## src/rtl/riscv_mem_pkg.sv

```systemverilog
// Shared types and constants for the unified instruction/data memory port.
package riscv_mem_pkg;

    localparam int unsigned ADDR_W_DEF = 32;
    localparam int unsigned DATA_W_DEF = 32;

    localparam logic [31:0] NOP_INSTR = 32'h0000_0013;

    typedef enum logic [2:0] {
        IDLE,
        I_WAIT,
        D_WAIT,
        I_RESP,
        D_RESP
    } arb_state_t;

    typedef enum logic {
        GNT_I,
        GNT_D
    } grant_t;

endpackage

```

## src/rtl/mem_wait_timer.sv

```systemverilog
// Counts wait cycles of an outstanding memory access and flags when the limit is reached.
module mem_wait_timer #(
    parameter int unsigned MAX_WAIT = 15
) (
    input  logic clk,
    input  logic rst,
    input  logic clear,
    input  logic inc,
    output logic expired_c
);

    localparam int unsigned CNT_W = $clog2(MAX_WAIT + 1);

    logic [CNT_W-1:0] wait_cnt;

    always_ff @(posedge clk) begin
        if (rst || clear) begin
            wait_cnt <= '0;
        end else if (inc) begin
            wait_cnt <= wait_cnt + CNT_W'(1);
        end
    end

    assign expired_c = (wait_cnt == CNT_W'(MAX_WAIT));

endmodule

```

## src/rtl/mem_port_arbiter.sv

```systemverilog
// Arbitrates fetch and data accesses onto one single-port memory and drives pipeline stalls.
module mem_port_arbiter
    import riscv_mem_pkg::*;
#(
    parameter int unsigned ADDR_W   = ADDR_W_DEF,
    parameter int unsigned DATA_W   = DATA_W_DEF,
    parameter int unsigned MAX_WAIT = 15
) (
    input  logic              clk,
    input  logic              rst,
    input  logic              if_req,
    input  logic [ADDR_W-1:0] if_addr,
    input  logic              if_kill,
    output logic [DATA_W-1:0] if_rdata,
    output logic              if_valid,
    input  logic              dm_req,
    input  logic              dm_we,
    input  logic [ADDR_W-1:0] dm_addr,
    input  logic [DATA_W-1:0] dm_wdata,
    output logic [DATA_W-1:0] dm_rdata,
    output logic              dm_valid,
    output logic              mem_req,
    output logic              mem_we,
    output logic [ADDR_W-1:0] mem_addr,
    output logic [DATA_W-1:0] mem_wdata,
    input  logic              mem_ack,
    input  logic [DATA_W-1:0] mem_rdata,
    output logic              stall_f,
    output logic              stall_m,
    output logic              timeout_err
);

    arb_state_t        state, state_d;
    grant_t            last_grant, last_grant_d;
    logic              mem_req_d, mem_we_d;
    logic [ADDR_W-1:0] mem_addr_d;
    logic [DATA_W-1:0] mem_wdata_d, if_rdata_d, dm_rdata_d;
    logic              timeout_err_d, kill_pend, kill_pend_d;
    logic              want_i, kill_now, grant, timer_inc, expired_c;

    mem_wait_timer #(.MAX_WAIT(MAX_WAIT)) u_timer (
        .clk       (clk),
        .rst       (rst),
        .clear     (grant),
        .inc       (timer_inc),
        .expired_c (expired_c)
    );

    assign want_i = if_req & ~if_kill;

    always_ff @(posedge clk) begin
        if (rst) state <= IDLE;
        else     state <= state_d;
    end

    always_comb begin
        state_d       = state;
        last_grant_d  = last_grant;
        mem_req_d     = mem_req;
        mem_we_d      = mem_we;
        mem_addr_d    = mem_addr;
        mem_wdata_d   = mem_wdata;
        if_rdata_d    = if_rdata;
        dm_rdata_d    = dm_rdata;
        timeout_err_d = timeout_err;
        kill_pend_d   = kill_pend;
        kill_now      = kill_pend | if_kill;
        grant         = 1'b0;
        timer_inc     = 1'b0;

        case (state)
            IDLE: begin
                // On conflict the side that did not win last time gets the port
                if (dm_req && (!want_i || last_grant == GNT_I)) begin
                    state_d      = D_WAIT;
                    grant        = 1'b1;
                    last_grant_d = GNT_D;
                    mem_req_d    = 1'b1;
                    mem_we_d     = dm_we;
                    mem_addr_d   = dm_addr;
                    mem_wdata_d  = dm_wdata;
                end else if (want_i) begin
                    state_d      = I_WAIT;
                    grant        = 1'b1;
                    last_grant_d = GNT_I;
                    mem_req_d    = 1'b1;
                    mem_we_d     = 1'b0;
                    mem_addr_d   = if_addr;
                end
            end
            I_WAIT: begin
                kill_pend_d = kill_now;
                if (mem_ack || expired_c) begin
                    if_rdata_d    = mem_ack ? mem_rdata : DATA_W'(NOP_INSTR);
                    timeout_err_d = timeout_err | ~mem_ack;
                    mem_req_d     = 1'b0;
                    kill_pend_d   = 1'b0;
                    state_d       = kill_now ? IDLE : I_RESP;
                end else begin
                    timer_inc = 1'b1;
                end
            end
            D_WAIT: begin
                if (mem_ack || expired_c) begin
                    // Stores leave the load data register untouched
                    if (!mem_we) dm_rdata_d = mem_ack ? mem_rdata : '0;
                    timeout_err_d = timeout_err | ~mem_ack;
                    mem_req_d     = 1'b0;
                    mem_we_d      = 1'b0;
                    state_d       = D_RESP;
                end else begin
                    timer_inc = 1'b1;
                end
            end
            I_RESP:  state_d = IDLE;
            D_RESP:  state_d = IDLE;
            default: state_d = IDLE;
        endcase
    end

    always_ff @(posedge clk) begin
        if (rst) begin
            last_grant  <= GNT_I;
            mem_req     <= 1'b0;
            mem_we      <= 1'b0;
            mem_addr    <= '0;
            mem_wdata   <= '0;
            if_rdata    <= '0;
            dm_rdata    <= '0;
            timeout_err <= 1'b0;
            kill_pend   <= 1'b0;
        end else begin
            last_grant  <= last_grant_d;
            mem_req     <= mem_req_d;
            mem_we      <= mem_we_d;
            mem_addr    <= mem_addr_d;
            mem_wdata   <= mem_wdata_d;
            if_rdata    <= if_rdata_d;
            dm_rdata    <= dm_rdata_d;
            timeout_err <= timeout_err_d;
            kill_pend   <= kill_pend_d;
        end
    end

    // Completion pulses are state decodes so a late if_kill can still squash the fetch
    assign if_valid = (state == I_RESP) & ~if_kill;
    assign dm_valid = (state == D_RESP);
    assign stall_m  = dm_req & ~dm_valid;
    assign stall_f  = (if_req & ~if_valid & ~if_kill) | stall_m;

endmodule

```

## config.mk

```make
export PLATFORM = sky130hd
export DESIGN_NAME = mem_port_arbiter
export DESIGN_NICKNAME = d
export VERILOG_FILES = /design/src/rtl/riscv_mem_pkg.sv /design/src/rtl/mem_wait_timer.sv /design/src/rtl/mem_port_arbiter.sv
export SDC_FILE = /design/constraint.sdc
export NUM_CORES = 1
export LEC_CHECK = 0
export CAP_MARGIN = 40
export CORE_ASPECT_RATIO = 0.6
export CORE_MARGIN = 8
export CORE_UTILIZATION = 45
export CTS_BUF_LIST = sky130_fd_sc_hd__clkbuf_4 sky130_fd_sc_hd__clkbuf_8
export DETAILED_ROUTE_END_ITERATION = 12
export MAX_ROUTING_LAYER = met4
export PLACE_DENSITY = 0.89
export SLEW_MARGIN = 20
export SYNTH_ARGS = -nofsm -noshare
export SYNTH_HDL_FRONTEND = slang
export SYNTH_SLANG_ARGS = --single-unit
```

## constraint.sdc

```tcl
create_clock -name clk -period 3.62 [get_ports clk]
set_input_delay 0.724 -clock clk [delete_from_list [all_inputs] [get_ports clk]]
set_output_delay 0.724 -clock clk [all_outputs]
set_load 0.01 [all_outputs]
```

==> results of run 1 <==
==> report_power, final <==
part           leakage, nW  internal (mW)  switching [mW]
clock network        0.201          0.666           0.635
logic                 1.72          0.431           0.390
registers             1.14           1.65          0.0638
total                 3.06           2.75            1.09
==> registers in the layout (all words and copies together), names as in the netlist <==
| register | count |
|---|---|
| kill_pend | 1 |
| u_timer.wait_cnt | 4 |
| timeout_err | 1 |
| mem_addr | 32 |
| mem_wdata | 32 |
| mem_we | 1 |
| mem_req | 1 |
| state | 3 |
| if_rdata | 32 |
| dm_rdata | 32 |
| last_grant | 1 |
==> layer usage <==
layer  global-route usage  vias up
met5                    -        -
met4               0.0750        0
met3               0.0813       20
met2                0.374      235
met1                0.284     2588
li1                     -     2711
==> final cells by class <==
cell class	count	area, sq um	share of cell area
repair buffers	283	2820	0.330
flip-flops and latches	140	2800	0.328
multi-input cells	429	2310	0.270
clock buffers	19	262	0.0306
well taps	165	206	0.0241
clock inverters	13	153	0.0178
inverters	1	3.75	0.000439
==> critical path, delay by kind of cell <==
family,cells,cell delay (ps)
AOI/OAI and AO/OA,1,210
buffers and inverters,3,1410
==> worst max path at each step <==
stage	endpoint	slack [ps]	cells past startpoint
after floorplan	stall_f	1420	3
after global routing	stall_f	510	4
after CTS	stall_f	550	4
final	stall_f	550	4
after global placement	stall_f	580	4
after detailed placement	stall_f	560	4
==> synthesized netlist by cell type (2+ instances only) <==
cell type	n	area [sq um]
nor4_1	3	18.8
a21oi_1	67	335
nand2b_1	2	12.5
a32o_1	24	240
o21ai_0	5	25.0
a32oi_1	5	43.8
nor2_1	51	191
xnor2_1	4	35.0
a311oi_1	32	280
clkbuf_1	35	131
buf_6	3	33.8
nand3b_1	5	37.5
nand3_1	67	335
buf_2	16	80.1
buf_4	5	37.5
o22a_1	2	17.5
nor3_1	9	45.0
dfxtp_1	140	2800
nand2_1	132	495
buf_1	2	7.51
a21o_1	2	15.0
nor2b_1	2	12.5
==> logic make-up (layout without fill, tap and decap cells) <==
logic type,after synthesis,in the layout,share of synthesized area
buf+inv,62,316,0.0546
xor+xnor,4,4,0.00651
mux,1,1,0.00186
simple gates,279,279,0.226
fa+ha+maj,1,1,0.00232
compound gates,144,144,0.188
flops,140,140,0.521
==> summary.md, run 1 <==
| Metric | Value |
|---|---|
| Status | finished, final reports clean |
| Via density | 5.29 |
| Clk slew on worst S/H paths | 70 ps |
| Fin worst setup slack | 553 ps |
| Max Slew Vio Count | 0 |
| Syn avg cell area | 8.53 sq um |
| Largest net degree at the start of global routing | 66 |
| Core area | 0.0119 sq mm |
| Vias in the first global route | 5450 |
| DR top layer | met4 |
| Ratio of cells with drive above 1 in the final layout | 0.0621 |
| TritonCTS Sinks | 140 |
| Residual DRC | 0 |
| Max Fclk | 326 MHz |
| Clock Latency Late Sink | 420 ps |
| Area delta synth->final | 58.9% |
| CP arrival | 2340 ps |
| Met3 Wirelength | 1.78 mm |
| RSZ-0062 raised after global routing | no |
| DRT met1 WL | 7.94 mm |
| Routed Antenna Nets | 0 |
| Async S/R FF share, synth | 0 |
| Drt initial violations | 307 |
| Initial Utilization | 0.453 |
| Initial antenna violation count | 0 |
| Post-cts sizing count | 0 |
| Setup TNS | 0 ps |
| Post-DP HPWL | 13.8 mm |
| GRT Util Overall | 0.238 |
| Critical Path Source Type | input port |
| WL final | 18.8 mm |
| Hold path depth | 2 |
| Die width | 157 microns |
| Number of buffers created by CTS | 17 |
| Fin Hold WS | 453 ps |
| Reg2Reg Launch Point | u_timer.wait_cnt[0]$_SDFFE_PP0P_ |
| Finished Cell Area | 0.00855 sq mm |
| Die area | 0.0158 sq mm |
| Mapped Cells | 631 |
| Synth warn | 0 |
| Crit path capture type | output port |
| Final net count | 1008 |
| Hold_sp | mem_wdata[22]$_SDFFE_PP0P_ |
| Crit share post-route | 0.847 |
| Max_cap viols | 0 |
| Tmin final | 3070 ps |
| CP peak stage delay | 550 ps |
| Most common cell after layout, fill and taps aside | clkdlybuf4s50_1 |
| Worst-margin pin slew | 716 ps |
| Hold Crit Class | reg -> reg |
| Final Non-Filler Cells | 1050 |
| Worst r2r dst | if_rdata[14]$_SDFFE_PP0P_ |
| Yosys cell types | 40 |
| Placer Congestion | 0.835 |
| Post-Syn Area | 0.00538 sq mm |
| Ant. Diodes | 0 |
| Clk root buf | clkbuf_8 |
| # setup viols final | 0 |
| Synth Flop Type | dfxtp_1 |
| # Post-CTS Setup Buffers | 0 |
| Initial DRT Pass Iterations | 5 |
| Setup crit start | dm_req |
| Critical path cell sequence | clkdlybuf4s50_1 > buf_4 > o22a_1 > clkdlybuf4s50_1 |
| # rows | 31 |
| Final design utilization | 0.721 |
| Placed instance count | 1018 |
| R2R depth | 6 |
| Slew HR | 0.523 |
| R2r setup slk | 1460 ps |
| Total power draw | 3.84 mW |
| Crit-path max FO | 37 |
| CP max stage cell | clkdlybuf4s50_1 |
| Input/output buffers | 269 |
| Cell mode on critical path | clkdlybuf4s50_1 |
| Commonest non-fill, non-tap cells in the layout | clkdlybuf4s50_1 (267), dfxtp_1 (140), nand2_1 (132) |
| Hold-fix buffers, CTS | 0 |
| DR vias | 5554 |
| # IOs | 270 |
| Hold Path Sink | mem_wdata[22]$_SDFFE_PP0P_ |
| Final hold vios | 0 |
| GRT overflow | 0 |
| Fill cell count | 921 |
| Syn_nets | 767 |
| Die height | 101 microns |
| Avg WL per Cell | 18.0 microns |
| Post-synthesis sequential area ratio | 0.521 |
| Cell area after placement | 0.00814 sq mm |
| CTS max path bufs | 2 |
| CTS tree | done |
| DR WL met2 | 8.84 mm |
| H-tree level count | 4 |
| Peak VDD IR | 0.000251 V |
| First-pass GRT wire length | 29.0 mm |
| Yosys reg bits | 140 |
| Power Density | 448 mW/mm^2 |
| WP data required | 2900 ps |
| Pre-CTS setup slack | 556 ps |
| Static leakage | 3.06 nW |
| Max Clock Skew | 17.2 ps |
| Post-synth EDFFs | 0 |
| Setup CP Type | in -> out |
Power figures use the tool's default switching activity.
==> run 2, diff against run 1 <==
--- a/config.mk
+++ b/config.mk
@@ -8,11 +8,11 @@
 export CAP_MARGIN = 40
 export CORE_ASPECT_RATIO = 0.6
 export CORE_MARGIN = 8
-export CORE_UTILIZATION = 45
+export CORE_UTILIZATION = 41
 export CTS_BUF_LIST = sky130_fd_sc_hd__clkbuf_4 sky130_fd_sc_hd__clkbuf_8
 export DETAILED_ROUTE_END_ITERATION = 12
 export MAX_ROUTING_LAYER = met4
-export PLACE_DENSITY = 0.89
+export PLACE_DENSITY = 0.82
 export SLEW_MARGIN = 20
 export SYNTH_ARGS = -nofsm -noshare
 export SYNTH_HDL_FRONTEND = slang
==> constraint.sdc (replaced) <==
create_clock -name clk -period 3.2 [get_ports clk]
set_input_delay 0.64 -clock clk [delete_from_list [all_inputs] [get_ports clk]]
set_output_delay 0.64 -clock clk [all_outputs]
set_load 0.01 [all_outputs]
==> run 2 against run 1 <==
Flip-flop and latch count unchanged. Non-clock buffer count unchanged. Worst hold slack better by 1.5 ps. Via count down 0.20%. Combinational power up 13%. Sequential share of layout area about the same. Clock power up 17%. Final cell count up 0.48%. Register-to-register slack worse by 350 ps. Die area up 8.5%. Largest cell class unchanged. Highest routed layer unchanged.
==> summary.md, run 2 (synthesis results as in run 1) <==
| Metric | Value |
|---|---|
| Initial DRT Pass Iterations | 5 |
| First-pass GRT wire length | 29.4 mm |
| Initial Utilization | 0.420 |
| Total power draw | 4.38 mW |
| Ratio of cells with drive above 1 in the final layout | 0.0621 |
| Ant. Diodes | 0 |
| CP arrival | 2100 ps |
| Max Clock Skew | 13.5 ps |
| RSZ-0062 raised after global routing | no |
| Largest net degree at the start of global routing | 76 |
| Drt initial violations | 395 |
| Clk slew on worst S/H paths | 80 ps |
| Setup CP Type | reg -> out |
| Placer Congestion | 0.828 |
| WL final | 18.8 mm |
| Static leakage | 3.07 nW |
| Status | finished, final reports clean |
| Number of buffers created by CTS | 17 |
| Final design utilization | 0.668 |
| Setup TNS | 0 ps |
| Post-cts sizing count | 0 |
| Vias in the first global route | 5449 |
| # IOs | 270 |
| Die width | 164 microns |
| Hold Crit Class | reg -> reg |
| Via density | 5.25 |
| GRT overflow | 0 |
| Crit path capture type | output port |
| # rows | 32 |
| Final net count | 1008 |
| Tmin final | 2740 ps |
| H-tree level count | 4 |
| Avg WL per Cell | 17.8 microns |
| Max Slew Vio Count | 0 |
| Max Fclk | 364 MHz |
| Critical Path Source Type | flip-flop |
| Fin Hold WS | 455 ps |
| Initial antenna violation count | 0 |
| Max_cap viols | 0 |
| Post-DP HPWL | 13.8 mm |
| Worst-margin pin slew | 818 ps |
| Routed Antenna Nets | 0 |
| Crit share post-route | 0.858 |
| Crit-path max FO | 11 |
| Residual DRC | 0 |
| Die area | 0.0172 sq mm |
| Hold-fix buffers, CTS | 0 |
| Input/output buffers | 269 |
| Die height | 105 microns |
| # Post-CTS Setup Buffers | 0 |
| GRT Util Overall | 0.219 |
| CTS max path bufs | 2 |
| Final hold vios | 0 |
| Core area | 0.0128 sq mm |
| Area delta synth->final | 59.1% |
| Clk root buf | clkbuf_8 |
| R2r setup slk | 1110 ps |
| Fill cell count | 1051 |
| Peak VDD IR | 0.000327 V |
| # setup viols final | 0 |
| CTS tree | done |
| TritonCTS Sinks | 140 |
| WP data required | 2560 ps |
| Most common cell after layout, fill and taps aside | clkdlybuf4s50_1 |
| Clock Latency Late Sink | 420 ps |
| DR vias | 5543 |
| Power Density | 512 mW/mm^2 |
| Slew HR | 0.454 |
| Commonest non-fill, non-tap cells in the layout | clkdlybuf4s50_1 (267), dfxtp_1 (140), nand2_1 (132) |
## run 2: stage by stage
| stage | setup WS (ps) | area (sq um) | cells |
|---|---|---|---|
| after floorplan | 1170 | 5380 | 631 |
| after global placement | 505 | 8120 | 1022 |
| after detailed placement | 455 | 8140 | 1023 |
| after CTS | 425 | 8560 | 1055 |
| after global routing | 311 | 8560 | 1055 |
| final | 456 | 8560 | 1055 |
## run 2: worst max-delay path: stages, from the launching register on
cell	delay, ps
dfxtp_1	570
nor3b_1	350
nor2_1	110
o22a_1	190
clkdlybuf4s50_1	480
## run 2: per-layer routing
layer	global-route usage	up-vias	wire, microns	share of wire
li1	-	2714	-	-
met1	0.260	2590	8070	0.43
met3	0.0925	17	2060	0.11
met4	0.0607	0	233	0.012
met2	0.334	222	8450	0.45
met5	-	-	0	0
## run 2: final timing paths
check	end	cells after the start	startpoint
min	mem_wdata[10]$_SDFFE_PP0P_	2	mem_wdata[10]$_SDFFE_PP0P_
max	stall_f	4	state[2]$_SDFFE_PP0P_
min reg2reg	mem_wdata[10]$_SDFFE_PP0P_	2	mem_wdata[10]$_SDFFE_PP0P_
max reg2reg	dm_rdata[31]$_SDFFE_PP0P_	6	u_timer.wait_cnt[0]$_SDFFE_PP0P_
## run 2: area by class of cell
cell class	count	area (sq um)	share of cell area
timing repair buffer	283	2810	0.328
sequential	140	2800	0.327
multi-input combinational	429	2310	0.270
clock buffer	20	275	0.0322
tap	170	213	0.0248
clock inverter	12	149	0.0174
inverter	1	3.75	0.000438
## run 2: where the power goes
group,total (mW),internal [mW],switching [mW],leakage (nW)
clock,1.52,0.782,0.734,0.214
sequential,1.94,1.87,0.0711,1.14
combinational,0.926,0.488,0.438,1.71
total,4.38,3.14,1.24,3.07
